**src/rtl/fib2axis_rxctrl_pkg.sv**
```systemverilog
// rtl/fib2axis_rxctrl_pkg.sv - shared definitions for the fibre-to-AXIS RX control path
package fib2axis_rxctrl_pkg;

    localparam int DATA_BYTES   = 8;
    localparam int BCNT_LEN_MSB = 15;
    localparam int BCNT_BAD_BIT = 31;

    typedef enum logic [4:0] {
        RX_IDLE = 5'h01,
        RX_BCNT = 5'h02,
        RX_LEN  = 5'h04,
        RX_DATA = 5'h08,
        RX_DONE = 5'h10
    } rx_state_t;

    typedef struct packed {
        logic [DATA_BYTES*8-1:0] tdata;
        logic [DATA_BYTES-1:0]   tstrb;
        logic                    tlast;
        logic                    tuser;
    } rx_beat_t;

    function automatic logic [13:0] beat_count(input logic [15:0] len);
        logic [16:0] sum;
        sum = {1'b0, len} + 17'd7;
        return sum[16:3];
    endfunction

    // A partial last word keeps only its low len[2:0] bytes.
    function automatic logic [7:0] last_keep(input logic [2:0] rem);
        return (rem == 3'd0) ? 8'hff : (8'hff >> (4'd8 - {1'b0, rem}));
    endfunction

endpackage

```
**src/rtl/fib2axis_rxctrl_skid.sv**
```systemverilog
// rtl/fib2axis_rxctrl_skid.sv - 2-entry skid buffer feeding the RX AXI-Stream master
module fib2axis_rxctrl_skid
    import fib2axis_rxctrl_pkg::*;
(
    input  logic       clk,
    input  logic       reset_,
    input  logic       wr_en,
    input  rx_beat_t   wr_beat,
    output logic [1:0] occupancy,
    output logic       full,
    output logic       out_valid,
    output rx_beat_t   out_beat,
    input  logic       out_ready
);

    rx_beat_t tail;
    logic     pop;

    assign out_valid = (occupancy != 2'd0);
    assign full      = (occupancy == 2'd2);
    assign pop       = out_valid & out_ready;

    // out_beat is the head entry; it only changes when empty or when popped.
    always_ff @(posedge clk or negedge reset_) begin
        if (!reset_) begin
            occupancy <= 2'd0;
            out_beat  <= '0;
            tail      <= '0;
        end else begin
            case (occupancy)
                2'd0: begin
                    if (wr_en) begin
                        out_beat  <= wr_beat;
                        occupancy <= 2'd1;
                    end
                end
                2'd1: begin
                    if (wr_en && pop) begin
                        out_beat <= wr_beat;
                    end else if (wr_en) begin
                        tail      <= wr_beat;
                        occupancy <= 2'd2;
                    end else if (pop) begin
                        occupancy <= 2'd0;
                    end
                end
                default: begin
                    if (pop) begin
                        out_beat <= tail;
                        if (wr_en) tail <= wr_beat;
                        else       occupancy <= 2'd1;
                    end
                end
            endcase
        end
    end

endmodule

```
**src/rtl/fib2axis_rxctrl.sv**
```systemverilog
// rtl/fib2axis_rxctrl.sv - pops RX byte counts and data words, drives the MAC-side AXI-Stream master
module fib2axis_rxctrl
    import fib2axis_rxctrl_pkg::*;
#(
    parameter int DATA_WIDTH = 64,
    parameter int DATA_PTR   = 8,
    parameter int BCNT_WIDTH = 32,
    parameter int BCNT_PTR   = 2
) (
    input  logic                  clk,
    input  logic                  reset_,
    output logic [DATA_WIDTH-1:0] rx_axis_mac_tdata,
    output logic                  rx_axis_mac_tvalid,
    output logic                  rx_axis_mac_tlast,
    output logic                  rx_axis_mac_tuser,
    output logic [7:0]            rx_axis_mac_tstrb,
    input  logic                  rx_axis_mac_tready,
    input  logic [BCNT_WIDTH-1:0] rd_rxbcnt_fifo,
    output logic                  rxbcnt_rdreq,
    input  logic                  rxbcnt_rdempty,
    input  logic [BCNT_PTR:0]     rxbcnt_rdusedw,
    input  logic [DATA_WIDTH-1:0] rd_rxdata_fifo,
    output logic                  rxdata_rdreq,
    input  logic                  rxdata_rdempty,
    input  logic [DATA_PTR:0]     rxdata_rdusedw,
    output logic [31:0]           rx_statistics_vector,
    output logic                  rx_statistics_valid,
    output logic                  test
);

    rx_state_t   state;
    logic [15:0] len_q;
    logic        bad_q;
    logic [13:0] beats_q;
    logic [13:0] rd_left;
    logic [13:0] wr_cnt;
    logic [7:0]  lastkeep_q;
    logic        inflight;

    logic [15:0] bcnt_len;
    logic        bcnt_bad;
    logic [1:0]  skid_occ;
    logic        skid_full;
    logic        pop;
    logic [2:0]  pending;
    rx_beat_t    wr_beat;
    rx_beat_t    out_beat;

    assign bcnt_len = rd_rxbcnt_fifo[BCNT_LEN_MSB:0];
    assign bcnt_bad = rd_rxbcnt_fifo[BCNT_BAD_BIT];
    assign pop      = rx_axis_mac_tvalid & rx_axis_mac_tready;
    assign pending  = {1'b0, skid_occ} + {2'b0, inflight};

    // A word popped this cycle frees a slot, so a full pipeline keeps 1 beat/clk.
    assign rxdata_rdreq = (state == RX_DATA) && (rd_left != 14'd0) && !rxdata_rdempty &&
                          (pending < (3'd2 + {2'b0, pop}));

    always_comb begin
        wr_beat       = '0;
        wr_beat.tdata = rd_rxdata_fifo;
        wr_beat.tlast = (wr_cnt == beats_q - 14'd1);
        wr_beat.tstrb = wr_beat.tlast ? lastkeep_q : 8'hff;
        wr_beat.tuser = wr_beat.tlast & bad_q;
    end

    always_ff @(posedge clk or negedge reset_) begin
        if (!reset_) begin
            state                <= RX_IDLE;
            rxbcnt_rdreq         <= 1'b0;
            len_q                <= '0;
            bad_q                <= 1'b0;
            beats_q              <= '0;
            lastkeep_q           <= '0;
            rd_left              <= '0;
            wr_cnt               <= '0;
            inflight             <= 1'b0;
            rx_statistics_vector <= '0;
            rx_statistics_valid  <= 1'b0;
        end else begin
            rxbcnt_rdreq        <= 1'b0;
            rx_statistics_valid <= 1'b0;
            inflight            <= rxdata_rdreq;
            if (inflight)     wr_cnt  <= wr_cnt + 14'd1;
            if (rxdata_rdreq) rd_left <= rd_left - 14'd1;
            case (state)
                RX_IDLE: begin
                    if (!rxbcnt_rdempty) begin
                        state        <= RX_BCNT;
                        rxbcnt_rdreq <= 1'b1;
                    end
                end
                RX_BCNT: state <= RX_LEN;
                RX_LEN: begin
                    len_q      <= bcnt_len;
                    bad_q      <= bcnt_bad;
                    beats_q    <= beat_count(bcnt_len);
                    rd_left    <= beat_count(bcnt_len);
                    lastkeep_q <= last_keep(bcnt_len[2:0]);
                    wr_cnt     <= '0;
                    state      <= (bcnt_len == 16'd0) ? RX_IDLE : RX_DATA;
                end
                RX_DATA: begin
                    if (rxdata_rdreq && rd_left == 14'd1) state <= RX_DONE;
                end
                RX_DONE: begin
                    if (pop && out_beat.tlast) begin
                        state                <= RX_IDLE;
                        rx_statistics_vector <= {bad_q, 15'b0, len_q};
                        rx_statistics_valid  <= 1'b1;
                    end
                end
                default: state <= RX_IDLE;
            endcase
        end
    end

    fib2axis_rxctrl_skid u_skid (
        .clk       (clk),
        .reset_    (reset_),
        .wr_en     (inflight),
        .wr_beat   (wr_beat),
        .occupancy (skid_occ),
        .full      (skid_full),
        .out_valid (rx_axis_mac_tvalid),
        .out_beat  (out_beat),
        .out_ready (rx_axis_mac_tready)
    );

    assign rx_axis_mac_tdata = out_beat.tdata;
    assign rx_axis_mac_tstrb = out_beat.tstrb;
    assign rx_axis_mac_tlast = out_beat.tlast;
    assign rx_axis_mac_tuser = out_beat.tuser;
    assign test              = 1'b0;

    logic unused_ok;
    assign unused_ok = ^{rxbcnt_rdusedw, rxdata_rdusedw,
                         rd_rxbcnt_fifo[BCNT_BAD_BIT-1:BCNT_LEN_MSB+1], skid_full};

endmodule

```
**config.mk**
```make
export PLATFORM = sky130hd
export DESIGN_NAME = fib2axis_rxctrl
export DESIGN_NICKNAME = d
export VERILOG_FILES = /design/src/rtl/fib2axis_rxctrl_pkg.sv /design/src/rtl/fib2axis_rxctrl_skid.sv /design/src/rtl/fib2axis_rxctrl.sv
export SDC_FILE = /design/constraint.sdc
export NUM_CORES = 1
export LEC_CHECK = 0
export ABC_AREA = 1
export BUFFER_PORTS_ARGS = -buffer_cell sky130_fd_sc_hd__buf_2
export CAP_MARGIN = 0
export CORE_MARGIN = 4
export CORE_UTILIZATION = 28
export DETAILED_ROUTE_END_ITERATION = 6
export PLACE_DENSITY = 0.44
export SETUP_SLACK_MARGIN = 0.5
export SYNTH_ARGS = -nofsm -noshare
export SYNTH_HDL_FRONTEND = slang
export SYNTH_SLANG_ARGS = --single-unit
```
**constraint.sdc**
```tcl
create_clock -name clk -period 2.7 [get_ports clk]
set_input_delay 0.27 -clock clk [delete_from_list [all_inputs] [get_ports clk]]
set_output_delay 0.27 -clock clk [all_outputs]
set_load 0.01 [all_outputs]
```
==> metrics.txt <==
Detailed Route WL 33000 um; die span in x 211 um; initial cell density of the core 28.3%; Netlist Area Pre-Place 11600 um^2; share of layout cells above drive strength 1 23.8%; Met3 Wirelength 1570 um; Worst setup SP type flip-flop; global-route wire length before repair 51500 um; Synth Flop Type dfrtp_1; Inst Count DP 2001; grt total ovfl 0; DIE AREA 44600 um^2; TNS Setup 0 ns; Max H-tree Level 1; Flop pwr share 41.8%; register bit count reported by yosys 242; Slew @ Worst Pin 1.04 ns; post-synthesis sequential area ratio 52.4%; Max Root-Sink Buffers 3; num rows 74; drt pass-1 iters 5; Max VDD drop 0.555 mV; switching share of power 33.8%; RSZ-0062 raised after global routing yes; critical setup path kind flip-flop to output pin; worst skew pair latency 0.56 ns; Max-Slew Margin vs Limit 30.9%; commonest non-fill, non-tap cell in the layout nand2_1; via count 9659; min-delay src rd_rxbcnt_fifo[7]; wire length per cell 15.5 um; initial antenna violation count 0; final routed DRC violation total 0; Max Freq 461 MHz; CTS root buf clkbuf_16; reg-to-reg startpoint beats_q[0]$_DFFE_PN0P_; period utilisation layout 80.4%; worst clock skew 0.0137 ns; final net count 1700; Num CTS Buffers 29; PD cells 952 nW/um^2; Arr. time, crit path 1.90 ns; via/cell ratio 4.53; boundary pin count 224; vias in the first global route 9373; Gate power share 28.9%; Worst setup EP type output pin; Worst Path Max Fanout 3; Syn. warnings 0; Worst EP required 2.43 ns; DRT iter0 DRCs 506; Syn Area/Cell 8.70 um^2; antenna cells 0; Mapped Cells 1330; Layout Cells excl Fill 2130; core area 40800 um^2; die height 211 um; commonest cells after routing, fill and taps aside 362 x nand2_1, 239 x dfrtp_1, 178 x buf_2; Final ANT Viol Nets 0; Area growth syn-to-layout 28.6%; sw power 0.00478 W; Final Wtd Congestion 0.811; final max-slew violation count 0; Setup-failing EPs final 0; DR WL met2 14700 um; Clk pwr share 29.3%; pre-CTS setup slack 0.333 ns; P_leak 7.32 nW; CTS tree done; pin count of the biggest net entering global routing 129; I/O Buffers 180; setup ws final 0.530 ns; Total Routing Usage GR 14.1%; CP Launch Point rd_left[9]$_DFFE_PN0P_; Internal 0.00939 W; Final Hold Viols 0; Layout fillers 4177; Tmin final 2.17 ns; Distinct cells, synth 44; Post-synth EDFFs 0; Min-Delay Path Class input pin to flip-flop; uppermost layer routed met4; run status finished, final reports clean; Max-Cap Viols 0; Metal-1 WL 16200 um; hpwl dp 21500 um; ys async rst share 100%; CTS Sinks 242; Reg clk slew, reported paths 0.06 ns
-- routing by layer --
metal	vias to the layer above	global-route usage (%)
met2	195	22.3
li1	4833	-
met3	29	2.41
met5	-	0
met1	4602	20.3
met4	0	3.04
-- cells by family after synthesis --
family / share of synthesized area [%]
XOR/XNOR: 0.909
AO/OA/AOI/OAI: 9.55
AND/OR/NAND/NOR: 22.7
buffers and inverters: 6.96
flip-flops: 52.4
adder cells (fa/ha/maj): 1.19
multiplexers: 6.32
other: 0.0324
-- sequential cells by signal (all words and copies together), names as in the netlist --
register / cells
u_skid.out_beat: 74
inflight: 1
len_q: 16
rx_statistics_vector: 17
rxbcnt_rdreq: 1
u_skid.occupancy: 2
beats_q: 14
bad_q: 1
wr_cnt: 14
lastkeep_q: 8
state: 5
rx_statistics_valid: 1
u_skid.tail: 74
rd_left: 14
-- synthesized netlist by cell type, types with 8 or more instances --
cell,number,share of area (%)
o21ai_0,63,2.7
dfrtp_1,241,52
nor3_1,11,0.48
ha_1,11,1.2
o21ai_1,22,0.95
a21oi_1,27,1.2
nand2_1,365,12
nand3_1,47,2.0
inv_2,11,0.36
buf_4,23,1.5
buf_2,25,1.1
clkbuf_1,23,0.75
nand4_1,11,0.59
nor2_2,9,0.49
inv_1,92,3.0
a31oi_1,71,3.8
xor2_1,8,0.61
nor2_1,149,4.8
mux2_2,63,6.1
-- cell type report --
class                           count  area (um^2)  share of cell area (%)
Sequential cell                   242         6060                    40.7
Timing Repair Buffer              274         1890                    12.7
Clock inverter                     14          199                    1.34
Multi-Input combinational cell    925         4850                    32.6
Tap cell                          532          666                    4.47
Inverter                          104          394                    2.65
Clock buffer                       39          823                    5.53
-- through the flow --
stage	area (um^2)	power, W	util (%)	hold slack (ns)
final	14900	0.0142	36.4	0.0286
after global routing	14900	0.0152	36.4	0.0195
after CTS	14700	0.0143	36.1	0.00244
after detailed placement	13000	0.00993	31.9	0.302
after global placement	13000	0.00983	31.9	0.303
after floorplan	11600	0.00842	-	-0.0256
-- critical path, cell delays in order (launching register included) --
cell	delay, ns
dfrtp_1	0.41
inv_2	0.09
nand2_1	0.09
nor3_2	0.13
nand3_1	0.20
nor2_2	0.22
nor2_4	0.05
buf_4	0.15
-- power by group through the flow --
stage / combinational (W) / clock (W) / sequential [W]
final: 0.00409 / 0.00416 / 0.00592
after global routing: 0.00465 / 0.00445 / 0.00613
after CTS: 0.00403 / 0.00429 / 0.00593
after detailed placement: 0.00394 / 0 / 0.00599
after global placement: 0.00388 / 0 / 0.00595
after floorplan: 0.00233 / 0 / 0.00609
-- timing repair --
action / in CTS / in global routing
gates resized for setup: 2 / 22
hold buffers: 69 / 0
setup buffers: 0 / 5
setup endpoints to repair: 65 / 100
pin swaps: 0 / 14
hold endpoints to repair: 199 / 0
cloned: 0 / 2
-- path summary, 6_finish.rpt --
path / endpoint / slack, ns / cells past startpoint
max: rxdata_rdreq / 0.53 / 7
min: len_q[7]$_DFFE_PN0P_ / 0.03 / 3
max reg2reg: u_skid.out_beat[7]$_DFFE_PN0P_ / 0.62 / 15
min reg2reg: rx_statistics_vector[2]$_DFFE_PN0P_ / 0.47 / 2
max in group asynchronous: wr_cnt[11]$_DFFE_PN0P_ / 1.52 / 3
min in group asynchronous: u_skid.out_beat[36]$_DFFE_PN0P_ / 0.28 / 2
Power figures use the tool's default switching activity.
